`src/rtl/mac_params_pkg.sv`:
```
// Shared MAC parameters and bus payload types.
// The MAC TX FIFO storage word is declared here.
package mac_params_pkg;

    localparam int unsigned MAC_N_CH          = 4;
    localparam int unsigned MAC_W_BYTE        = 8;
    localparam int unsigned N_MAC_TX_FIFO     = 16;
    localparam int unsigned W_MAC_TX_FIFO_CNT = $clog2(N_MAC_TX_FIFO);

    // One stored word: end-of-frame tag, per-lane control, lane data (lane 0 in LSBs)
    typedef struct packed {
        logic                                   eof;
        logic [MAC_N_CH-1:0]                    ctrl;
        logic [MAC_N_CH-1:0][MAC_W_BYTE-1:0]    data;
    } mac_tx_word_t;

endpackage

```
`src/rtl/mac_tx_fifo_mem.sv`:
```
// Storage array for the MAC TX FIFO: one clock-enabled write port, one async read port.
// Contents are intentionally not reset.
module mac_tx_fifo_mem #(
    parameter  int unsigned W_WORD = 37,
    parameter  int unsigned DEPTH  = 16,
    localparam int unsigned W_ADDR = $clog2(DEPTH)
) (
    input  logic              clk,
    input  logic              clk_en,
    input  logic              wen,
    input  logic [W_ADDR-1:0] waddr,
    input  logic [W_WORD-1:0] wdata,
    input  logic [W_ADDR-1:0] raddr,
    output logic [W_WORD-1:0] rdata
);

    logic [W_WORD-1:0] mem [DEPTH];

    always_ff @(posedge clk) begin
        if (clk_en && wen) begin
            mem[waddr] <= wdata;
        end
    end

    assign rdata = mem[raddr];

endmodule

```
`src/rtl/mac_tx_fifo.sv`:
```
// First-word-fall-through FIFO between the MAC TX framer and the TX encoder.
// Tracks level, complete frames held, and sticky overflow/underflow errors.
module mac_tx_fifo
    import mac_params_pkg::*;
#(
    parameter  int unsigned N_CH     = MAC_N_CH,
    parameter  int unsigned W_BYTE   = MAC_W_BYTE,
    parameter  int unsigned DEPTH    = N_MAC_TX_FIFO,
    parameter  int unsigned AFULL_TH = DEPTH - 4,
    localparam int unsigned W_CNT    = $clog2(DEPTH)
) (
    input  logic                     i_clk,
    input  logic                     i_reset_n,
    input  logic                     i_clk_en,
    input  logic                     i_clr,
    input  logic                     i_wen,
    input  logic [N_CH-1:0]          i_wctrl,
    input  logic [N_CH*W_BYTE-1:0]   i_wdata,
    input  logic                     i_weof,
    input  logic                     i_ren,
    output logic [N_CH-1:0]          o_rctrl,
    output logic [N_CH*W_BYTE-1:0]   o_rdata,
    output logic                     o_reof,
    output logic                     o_empty,
    output logic                     o_full,
    output logic                     o_afull,
    output logic [W_CNT:0]           o_level,
    output logic [W_CNT:0]           o_frames,
    output logic                     o_frame_avail,
    output logic                     o_overflow,
    output logic                     o_underflow
);

    localparam int unsigned W_WORD = $bits(mac_tx_word_t);

    logic [W_CNT:0] wptr;
    logic [W_CNT:0] rptr;
    logic [W_CNT:0] frames;
    logic           overflow;
    logic           underflow;

    logic           empty;
    logic           full;
    logic           wr_ok;
    logic           rd_ok;
    mac_tx_word_t   wword;
    mac_tx_word_t   head;
    logic [W_WORD-1:0] head_raw;

    // Flags come straight from the registered pointers; the extra MSB separates full from empty
    assign empty = (wptr == rptr);
    assign full  = (wptr[W_CNT-1:0] == rptr[W_CNT-1:0]) && (wptr[W_CNT] != rptr[W_CNT]);
    assign wr_ok = i_wen && !full;
    assign rd_ok = i_ren && !empty;

    always_comb begin
        wword      = '0;
        wword.eof  = i_weof;
        wword.ctrl = i_wctrl;
        wword.data = i_wdata;
    end

    mac_tx_fifo_mem #(
        .W_WORD (W_WORD),
        .DEPTH  (DEPTH)
    ) u_mem (
        .clk    (i_clk),
        .clk_en (i_clk_en && !i_clr),
        .wen    (wr_ok),
        .waddr  (wptr[W_CNT-1:0]),
        .wdata  (W_WORD'(wword)),
        .raddr  (rptr[W_CNT-1:0]),
        .rdata  (head_raw)
    );

    assign head = mac_tx_word_t'(head_raw);

    always_ff @(posedge i_clk or negedge i_reset_n) begin
        if (!i_reset_n) begin
            wptr      <= '0;
            rptr      <= '0;
            frames    <= '0;
            overflow  <= 1'b0;
            underflow <= 1'b0;
        end else if (i_clk_en) begin
            if (i_clr) begin
                wptr      <= '0;
                rptr      <= '0;
                frames    <= '0;
                overflow  <= 1'b0;
                underflow <= 1'b0;
            end else begin
                if (wr_ok) begin
                    wptr <= wptr + (W_CNT+1)'(1);
                end
                if (rd_ok) begin
                    rptr <= rptr + (W_CNT+1)'(1);
                end
                // A frame leaves when its EOF word is popped
                frames    <= frames + (W_CNT+1)'(wr_ok && i_weof)
                                    - (W_CNT+1)'(rd_ok && head.eof);
                overflow  <= overflow  || (i_wen && full);
                underflow <= underflow || (i_ren && empty);
            end
        end
    end

    assign o_empty       = empty;
    assign o_full        = full;
    assign o_level       = wptr - rptr;
    assign o_afull       = (o_level >= (W_CNT+1)'(AFULL_TH));
    assign o_frames      = frames;
    assign o_frame_avail = (frames != '0);
    assign o_overflow    = overflow;
    assign o_underflow   = underflow;
    assign o_rctrl       = empty ? '0 : head.ctrl;
    assign o_reof        = empty ? 1'b0 : head.eof;
    assign o_rdata       = head.data;

endmodule

```
`config.mk`:
```
export PLATFORM = sky130hd
export DESIGN_NAME = mac_tx_fifo
export DESIGN_NICKNAME = d
export VERILOG_FILES = /design/src/rtl/mac_params_pkg.sv /design/src/rtl/mac_tx_fifo_mem.sv /design/src/rtl/mac_tx_fifo.sv
export SDC_FILE = /design/constraint.sdc
export NUM_CORES = 1
export LEC_CHECK = 0
export ABC_CLOCK_PERIOD_IN_PS = 6300
export BUFFER_PORTS_ARGS = -buffer_cell sky130_fd_sc_hd__buf_4
export CORE_ASPECT_RATIO = 0.8
export CORE_MARGIN = 2
export CORE_UTILIZATION = 35
export DETAILED_ROUTE_END_ITERATION = 8
export PLACE_DENSITY = 0.48
export SLEW_MARGIN = 0
export SYNTH_ARGS = -nofsm -noshare
export SYNTH_HDL_FRONTEND = slang
export SYNTH_HIERARCHICAL = 1
export SYNTH_SLANG_ARGS = --single-unit
export TNS_END_PERCENT = 10
```
`constraint.sdc`:
```
create_clock -name i_clk -period 6.3 [get_ports i_clk]
set_input_delay 0.315 -clock i_clk [delete_from_list [all_inputs] [get_ports i_clk]]
set_output_delay 0.315 -clock i_clk [all_outputs]
set_load 0.02 [all_outputs]
```
==> results.tsv <==
stage	metric	value	unit
run_status	status	complete, no violations	
placement	Buffers on Ports	95	
routing	DRC viols	0	
power	Max VDD drop	0.2464	mV
clock_network	post-CTS resize count	0	
synth	synthesis-stage register bit count	609	
synth	count of cell types in the netlist	47	
critical_path	Setup CP Type	reg -> out	
timing	Tmin final	4.287	ns
grt	largest net degree at the start of global routing	57	
clock_network	worst-skew pair later-pin latency	0.62	ns
clock_network	hold_buf cts	27	
synth	Mapped Area	0.02355	mm²
timing	Final Cycle Share	0.6804	
synth	Syn Inst Count	1081	
routing	DR WL/cell	25.33	µm
critical_path	worst path arrival time	3.97	ns
timing	Final TNS setup	0	ns
placement	dpl hpwl	31120	µm
synth	synthesized area per cell	21.79	µm²
finish	P&R area growth vs syn	17.59	%
routing	via/cell ratio	5.229	
finish	nets	1301	
finish	antenna cells	0	
clock_network	root buf cell	clkbuf_16	
routing	Final ANT Viol Nets	0	
die	Initial Util	0.3521	
timing	Worst Tran Pin Value	1.102	ns
routing	WL final	54710	µm
routing	DR vias	11290	
synth	EDFF count, synth	592	
placement	GPL Wtd Cong	0.7512	
grt	GR Util All Layers	0.1599	
critical_path	startpoint types	register	
placement	Placed Cells incl. Taps	2024	
routing	1st-pass router iterations	6	
die	die area	0.06940	mm²
job	max-capacitance violation count	0	
die	Die Span X	294.0	µm
timing	Slew HR	0.2633	
die	I/O pins	96	
synth	async set or reset register ratio after synthesis	0.02791	
power	pwr dens	404.1	mW/mm²
finish	fraction of layout instances using a drive strength above 1	0.2992	
synth	Seq/Total Area, Yosys	0.7728	
routing	drt first-iter violations	905	
timing	Final Setup Violations	0	
clock_network	Post-CTS Setup Inserts	0	
timing	Slew Limit Fails	0	
finish	cell area after layout	0.02770	mm²
placement	dpl cell area	0.02543	mm²
timing	Max Clk Rate	233.3	MHz
synth	syn_nets	1138	
grt	grt ovf	0	
critical_path	Worst Setup End Kind	output port	
grt	initial antenna violation count	0	
critical_path	Critical Path Fanout Max	29	
clock_network	H-tree Lvls	2	
grt	vias in the first global route	11650	
clock_network	Max clock buf depth	3	
die	row count	85	
timing	WHS	0.03500	ns
finish	Final Non-Filler Cells	2160	
grt	first-pass GRT wire length	81390	µm
timing	final hold violations	0	
clock_network	clock net sink count	609	
critical_path	CP required	5.98	ns
clock_network	clock-pin slew on the worst setup and hold paths	0.06	ns
timing	RSZ-0062 raised after global routing	no	
power	leak pwr	8.769	nW
min_path	Hold Path Class	in -> reg	
die	Die Ht	236.0	µm
clock_network	TritonCTS clock tree	built	
synth	ys flop type	edfxtp_1	
die	Core Region	0.06690	mm²
synth	YS warnings	6	
clock_network	CTS Buf Count	61	
timing	clock skew	0.02548	ns
cells in the final DEF (no fill, tap or decap), types with 3 or more instances in the layout:
| cell type | n |
|---|---|
| a21oi_1 | 7 |
| a22oi_1 | 75 |
| buf_4 | 124 |
| bufinv_16 | 8 |
| clkbuf_1 | 8 |
| clkbuf_16 | 62 |
| clkinv_1 | 14 |
| clkinv_2 | 13 |
| dfrtp_1 | 15 |
| dlygate4sd3_1 | 27 |
| edfxtp_1 | 592 |
| ha_1 | 12 |
| inv_1 | 22 |
| mux2i_1 | 4 |
| mux4_2 | 148 |
| nand2_1 | 44 |
| nand2b_1 | 7 |
| nand3_1 | 6 |
| nand4_1 | 4 |
| nor2_1 | 10 |
| nor2_4 | 13 |
| nor2b_1 | 10 |
| nor3_2 | 4 |
| o21ai_0 | 10 |
| o22ai_1 | 6 |
| xnor2_1 | 3 |
stage by stage:
stage / total power, mW / setup slack (ns) / util
4_1_cts: 11.38 / 1.858 / 0.4140
5_1_grt: 11.70 / 1.752 / 0.4140
3_3_place_gp: 7.712 / 2.227 / 0.3802
3_5_place_dp: 7.707 / 2.150 / 0.3802
2_1_floorplan: 6.756 / 1.555 / -
6_report: 11.19 / 2.013 / 0.4140
cells by family after synthesis:
| logic type | after synthesis | synth area share |
|---|---|---|
| multiplexers | 152 | 0.1432 |
| AND/OR/NAND/NOR | 116 | 0.02406 |
| XOR/XNOR | 6 | 0.002550 |
| buffers and inverters | 73 | 0.01551 |
| flip-flops | 609 | 0.7728 |
| AO/OA/AOI/OAI | 111 | 0.03379 |
| adder cells (fa/ha/maj) | 14 | 0.008074 |
routing by layer:
metal  track usage  wire [µm]  part of all wire
met5             0          0                 0
met4       0.03958       1047             0.019
met2        0.2455      25620              0.47
met1        0.2395      25460              0.47
met3       0.02478       2588             0.047
flip-flops by register name, summed over array words and instances, names as in the netlist:
| signal | count |
|---|---|
| wptr | 5 |
| o_underflow | 1 |
| rptr | 5 |
| o_frames | 5 |
| u_mem/mem | 592 |
| o_overflow | 1 |
where the power goes:
part	total [mW]	internal [mW]	switching, mW
Clock	3.63	2.12	1.52
Combinational	2.86	1.38	1.48
Sequential	4.70	4.52	0.175
Total	11.2	8.02	3.18
worst paths after layout:
check,start,endpoint,slack [ns],depth (start not counted)
min,i_wctrl[2],u_mem/mem[14][34],0.04,1
max,rptr[0],o_rdata[2],2.01,6
min reg2reg,o_overflow,o_overflow,0.55,2
max reg2reg,rptr[1],u_mem/mem[6][24],2.16,8
max in group asynchronous,i_reset_n,rptr[1],5.96,2
min in group asynchronous,i_reset_n,o_frames[3],0.10,2
final cells by class:
type,count,area [µm²]
Timing Repair Buffer,151,1201
Inverter,22,82.58
Sequential cell,609,18210
Clock inverter,39,412.9
Fill cell,5811,39200
Tap cell,870,1089
Multi-Input combinational cell,399,5120
Clock buffer,70,1582
synthesized netlist by cell type, types with 6 or more instances:
library cell,count,area share
ha_1,12,0.0064
a21oi_1,7,0.0015
o22ai_1,6,0.0016
a22oi_1,75,0.024
mux4_2,148,0.14
dfrtp_1,17,0.018
o21ai_0,10,0.0021
edfxtp_1,592,0.75
nand3_1,6,0.0013
nor2_1,23,0.0037
nand2b_1,7,0.0019
nand2_1,44,0.0070
clkbuf_1,19,0.0030
inv_1,22,0.0035
buf_6,8,0.0038
nor2b_1,12,0.0032
buf_4,7,0.0022
buf_1,13,0.0021
worst max-delay path, stage by stage (launching register included):
cell     delay, ns
dfrtp_4       0.79
buf_4         0.60
buf_4         0.61
mux4_2        0.58
a22oi_1       0.43
nand2_1       0.09
buf_4         0.18
Note: power is estimated with default switching activity, not from simulation.
